## config.mk

```make
export PLATFORM = sky130hd
export DESIGN_NAME = mul32
export DESIGN_NICKNAME = d
export VERILOG_FILES = /design/src/rtl/mul32.sv
export SDC_FILE = /design/constraint.sdc
export NUM_CORES = 1
export LEC_CHECK = 0
export ABC_AREA = 1
export ABC_CLOCK_PERIOD_IN_PS = 9200
export CORE_MARGIN = 1.5
export CORE_UTILIZATION = 65
export DETAILED_ROUTE_END_ITERATION = 12
export GPL_ROUTABILITY_DRIVEN = 1
export PLACE_DENSITY = 0.94
export SYNTH_ARGS = -nofsm -noshare
export SYNTH_HDL_FRONTEND = slang
export SYNTH_SLANG_ARGS = --single-unit
```

## constraint.sdc

```tcl
create_clock -name clk -period 9.2 [get_ports clk]
set_clock_uncertainty 0.05 [all_clocks]
set_input_delay 1.84 -clock clk [delete_from_list [all_inputs] [get_ports clk]]
set_output_delay 1.84 -clock clk [all_outputs]
set_load 0.01 [all_outputs]
```

## src/rtl/mul32.sv

```systemverilog
// rtl/mul32.sv - 3-stage pipelined WIDTHxWIDTH multiplier, low WIDTH bits of the product.
// Optional MUL_VALID_EN adds in_valid/out_valid tracked in lockstep with the data stages.
module mul32 #(
    parameter int WIDTH = 32
) (
    input  logic             clk,
    input  logic             rst_n,
`ifdef MUL_VALID_EN
    input  logic             in_valid,
    output logic             out_valid,
`endif
    input  logic [WIDTH-1:0] a,
    input  logic [WIDTH-1:0] b,
    output logic [WIDTH-1:0] z
);

    localparam int H = WIDTH / 2;

    logic [WIDTH-1:0] a_q, b_q;
    logic [WIDTH-1:0] ll_q, ll_d;
    logic [H-1:0]     lh_q, lh_d;
    logic [H-1:0]     hl_q, hl_d;
    logic [WIDTH-1:0] z_q, z_d;

    // Cross terms only contribute their low H bits to the low word; hi*hi never does.
    always_comb begin
        ll_d = {{H{1'b0}}, a_q[H-1:0]} * {{H{1'b0}}, b_q[H-1:0]};
        lh_d = a_q[H-1:0] * b_q[WIDTH-1:H];
        hl_d = a_q[WIDTH-1:H] * b_q[H-1:0];
        z_d  = ll_q + {lh_q + hl_q, {H{1'b0}}};
    end

    always_ff @(posedge clk or negedge rst_n) begin
        if (!rst_n) begin
            a_q  <= '0;
            b_q  <= '0;
            ll_q <= '0;
            lh_q <= '0;
            hl_q <= '0;
            z_q  <= '0;
        end else begin
            a_q  <= a;
            b_q  <= b;
            ll_q <= ll_d;
            lh_q <= lh_d;
            hl_q <= hl_d;
            z_q  <= z_d;
        end
    end

    assign z = z_q;

`ifdef MUL_VALID_EN
    logic [2:0] vld_q;

    always_ff @(posedge clk or negedge rst_n) begin
        if (!rst_n) begin
            vld_q <= '0;
        end else begin
            vld_q <= {vld_q[1:0], in_valid};
        end
    end

    assign out_valid = vld_q[2];
`endif

endmodule

```

# == After elaboration in Yosys (flattened, before gate mapping) ==
# Index checks and enable logic that the tools add are counted.
# op_classes
addsub,2
div,0
magnitude_cmp,0
eq_ne,0
mux,0
shift,0
n_mul,3
bitwise_logic,0
reduce_logical,0
# op_table
operator,n
adder 32 bit,1
multiplier 16 x 16 -> 16 bit,2
multiplier 16 x 16 -> 32 bit,1
adder 16 bit,1
# totals
n_memories,0
output_inout_bits,32
ram_bits,0
mem_bits_ro,0
elab_cells,11
latch_bits,0
inputBits,66
register_bits,160

# == Longest topological paths before layout ==
# depth
depth_word,2
ltp_mapped,29
depth_no_buf,27

# == Worst setup path after synthesis ==
# No wires, ideal clock.
# synth_path
kind,reg-to-reg
startpoint,reg a_q[12]
endpoint,reg ll_q[16]
stages_incl_launch_ff,20
setup_slack_ns,3.712
arrival_ns,5.307
period_less_slack_ns,5.488
path_buffers,2
setup_time_ns,0.131
t_required_ns,9.019
cell_sequence,dfrtp_1 -> clkbuf_1 -> buf_1 -> nand2_1 -> fa_1 -> fa_1 -> fa_1 -> inv_1 -> fa_1 -> fa_1 -> inv_1 -> fa_1 -> inv_1 -> ha_1 -> a21oi_1 -> a21boi_1 -> nand2_1 -> a31oi_1 -> o21ai_0 -> xor2_1
# synth_between
elab_chain_cells,1
# synth_rtl
item,line,source
"start, declared",19,"logic [WIDTH-1:0] a_q, b_q;"
"start signal, assigned",35,a_q <= '0;
"start signal, assigned",42,a_q <= a;
multiplier 16 x 16 -> 32 bit,27,"ll_d = {{H{1'b0}}, a_q[H-1:0]} * {{H{1'b0}}, b_q[H-1:0]};"
net ll_d[16],20,"logic [WIDTH-1:0] ll_q, ll_d;"
"end signal, assigned",44,ll_q <= ll_d;
"end, declared",20,
# The timed path passes the listed nets, and every way through them passes these cells.

# == Final worst setup path ==
# layout_path
startpoint,reg b_q[3]
endpoint,reg hl_q[15]
# layout_between
elab_chain_cells,1
# layout_rtl
item,line,source
"start, declared",19,
"start signal, assigned",36,b_q <= '0;
"start signal, assigned",43,b_q <= b;
multiplier 16 x 16 -> 16 bit,29,hl_d = a_q[WIDTH-1:H] * b_q[H-1:0];
net hl_d[15],22,"logic [H-1:0] hl_q, hl_d;"
"end signal, assigned",46,hl_q <= hl_d;
"end, declared",22,
# The timed path passes the listed nets, and every way through them passes these cells.

==> summary.txt <==
Timing
  – Post-route clock period utilization: 0.686
  – Sum Neg Setup Slack: 0 ps
  – Final Max Slew Viols: 0
  – RSZ-0062 raised after global routing: false
  – Setup violators final: 0
  – Slew @ Worst Pin: 1400 ps
  – Relative slew slack: 0.0694
  – Final Hold Viols: 0
  – Fmax achieved: 159 MHz
  – Final hold slack: 301 ps
  – Fin crit period: 6310 ps

Clock network
  – Post-CTS resize count: 0
  – Sink Count: 160
  – CTS Buffer Depth: 2
  – TritonCTS clock tree: done
  – Post-CTS Hold Buffers: 0
  – Post-CTS setup buffers: 0
  – Clk pin slew, worst setup/hold paths: 80 ps
  – Root buffer cell: clkbuf_16
  – CTS buffer count: 17
  – H-tree depth: 4
  – Clk_lat worst skew: 480 ps

Logic synthesis
  – Ranking of synthesized cells by area: fa_1, dfrtp_1, inv_1, nand2_1, ha_1
  – Sequential share of the synthesized area: 0.176
  – Syn_area_per_cell: 8.08 um^2
  – Syn Inst Count: 2,816
  – Synth top cells by count: inv_1, nand2_1, fa_1
  – Top-area cell type share of the netlist area: 0.313
  – Most frequent cell after synthesis: inv_1
  – Post-synth cell types: 42
  – FFs w/ async S/R, synth: 1.00
  – Syn. warnings: 0
  – Post-synthesis cell area: 22,800 um^2
  – Post-Syn Nets: 3,470
  – Yosys top cell by area: fa_1
  – Ys flop type: dfrtp_1
  – #FFs+latches synth: 160
  – Number of synthesized flops with an enable pin: 0

Setup path
  – Critical Path End Type: register
  – Crit path launch type: register
  – Flop-to-flop setup slack: 2890 ps
  – Worst Path Arrival: 6680 ps
  – WS Path Type: register to register
  – CP max stage cell: dfrtp_1
  – Worst path max stage delay: 1280 ps
  – Worst path required time: 9570 ps
  – Critical Path, Cell by Cell: nand2_1 -> fa_1 -> inv_1 -> fa_1 -> inv_1 -> fa_1 -> inv_1 -> fa_1 -> inv_1 -> fa_1 -> inv_1 -> fa_1 -> ha_1 -> nand2_1 -> inv_1 -> a221oi_1 -> nand3_1 -> inv_1 -> nand3_1 -> nand2_1
  – FF-to-FF End: hl_q[15]
  – R2r startpoint: b_q[3]
  – Reg2Reg Depth: 20
  – CP Max Fanout: 30
  – CP most frequent cell: inv_1

Placement
  – I/O Buffers: 97
  – Routability cong.: 0.975
  – Detailed placement HPWL: 45,400 um
  – Placed cells: 3,274

Routing
  – Uppermost layer routed: met4
  – Number of DRC markers in iteration 0: 1,803
  – Initial DRT Pass Iterations: 6
  – Aggregate routed wire length: 58,300 um
  – Metal2 WL: 28,000 um
  – DRC Markers: 0
  – Drt wl/cell: 17.6 um
  – Vias per cell: 5.58
  – Vias: 18,500
  – Antenna viol nets, final: 0
  – Met1 wire length: 20,700 um
  – Metal3 WL: 6030 um

Floorplanning
  – I/O pin count: 98
  – Die H: 190 um
  – Initial Utilization: 0.659
  – DIE AREA: 36,100 um^2
  – Core ar.: 34,500 um^2
  – Die W: 190 um
  – Rows: 68

Global routing
  – Initial antenna violation count: 0
  – Number of global-route vias before repair: 20,200
  – First-pass GRT wire length: 95,800 um
  – Pin count of the biggest net entering global routing: 84
  – Grt total ovfl: 0
  – GRT Util Overall: 0.346

Cells and area
  – Multi-input logic area: 15,400 um^2
  – Fraction of layout cells with a size suffix above 1: 0.0189
  – Diode count: 0
  – Final Instance Count excl. Fillers: 3,306
  – Final nets: 3,492
  – Area Growth Syn to Fin: 7.71%
  – FILL cells: 2,401
  – Sequential Area: 4000 um^2

Worst hold path
  – Hold EP: z[4]
  – Hold Path Origin: ll_q[4]
  – Worst hold stages: 0
  – Hold Crit Class: register to register

Job
  – Max Cap Viol: 0

Status
  – Status: complete, no violations
## kinds of logic (layout without fill, tap and decap cells)
logic type | Yosys count | count (layout) | synth area share
simple gates | 941 | 941 | 0.164
buf+inv | 887 | 922 | 0.149
fa+ha+maj | 588 | 588 | 0.441
flops | 160 | 160 | 0.176
compound gates | 158 | 158 | 0.0390
xor+xnor | 82 | 82 | 0.0316
## critical path: cells and delay by family, from the launching register on
family,cells,cell delay (ps)
AOI/OAI and AO/OA,1,310
DFF,1,1280
buffers and inverters,7,440
adders and majority gates,7,3430
and+or+nand+nor,5,720
## worst max-delay path by stage
stage             from  endpoint  depth (start not counted)
6_report        b_q[3]  hl_q[15]                         20
5_1_grt         b_q[3]  hl_q[14]                         21
4_1_cts         a_q[7]  ll_q[19]                         20
3_5_place_dp    b_q[3]  ll_q[16]                         18
3_3_place_gp    a_q[7]  ll_q[18]                         18
2_1_floorplan  a_q[12]  ll_q[16]                         19
## cell type report
type | count | share of cell area
multi-input cells | 1769 | 0.627
clock buffers | 17 | 0.0174
clock inverters | 15 | 0.00613
repair buffers | 108 | 0.0430
flip-flops and latches | 160 | 0.163
well taps | 455 | 0.0232
inverters | 782 | 0.120
## per-layer routing
metal  up-vias  track usage
met5         -            0
met4         0        0.219
met3       300       0.0753
met2      1152        0.569
met1      8827        0.415
li1       8171            -
## layout by cell type, fill, tap and decap left out, drive strengths merged
cell type and count:
nand3b 6, a21boi 4, clkinv 1, o21a 2, nand4 8, xnor2 25
dfrtp 160, clkdlybuf4s50 96, and2 2, o211a 1, nor2 52, o31ai 2
clkinvlp 5, a21o 7, bufinv 1, o211ai 2, xor2 57, o21bai 3
o2111ai 1, ha 232, a21oi 88, a31oi 3, o21ai 40, fa 356
or2 1, a211oi 3, inv 790, nor3 15, nand2 775, clkbuf 17
a221oi 2, nand3 82, buf 12
## flip-flops by register name, indices dropped and copies added, names as in the netlist
signal and cells:
b_q 32, hl_q 16, z 32, ll_q 32, lh_q 16, a_q 32
## per-stage QoR
| step | setup WS, ps | utilization | cell area, um^2 |
|---|---|---|---|
| global placement | 3100 | 0.693 | 23900 |
| finish | 2890 | 0.710 | 24500 |
| CTS | 3070 | 0.710 | 24500 |
| detailed placement | 3040 | 0.693 | 23900 |
| global route | 2600 | 0.710 | 24500 |
| floorplan | 3710 | - | 22800 |
Power is not shown: default switching activity piles up to over one toggle a cycle in this logic, so the estimate is an artifact.
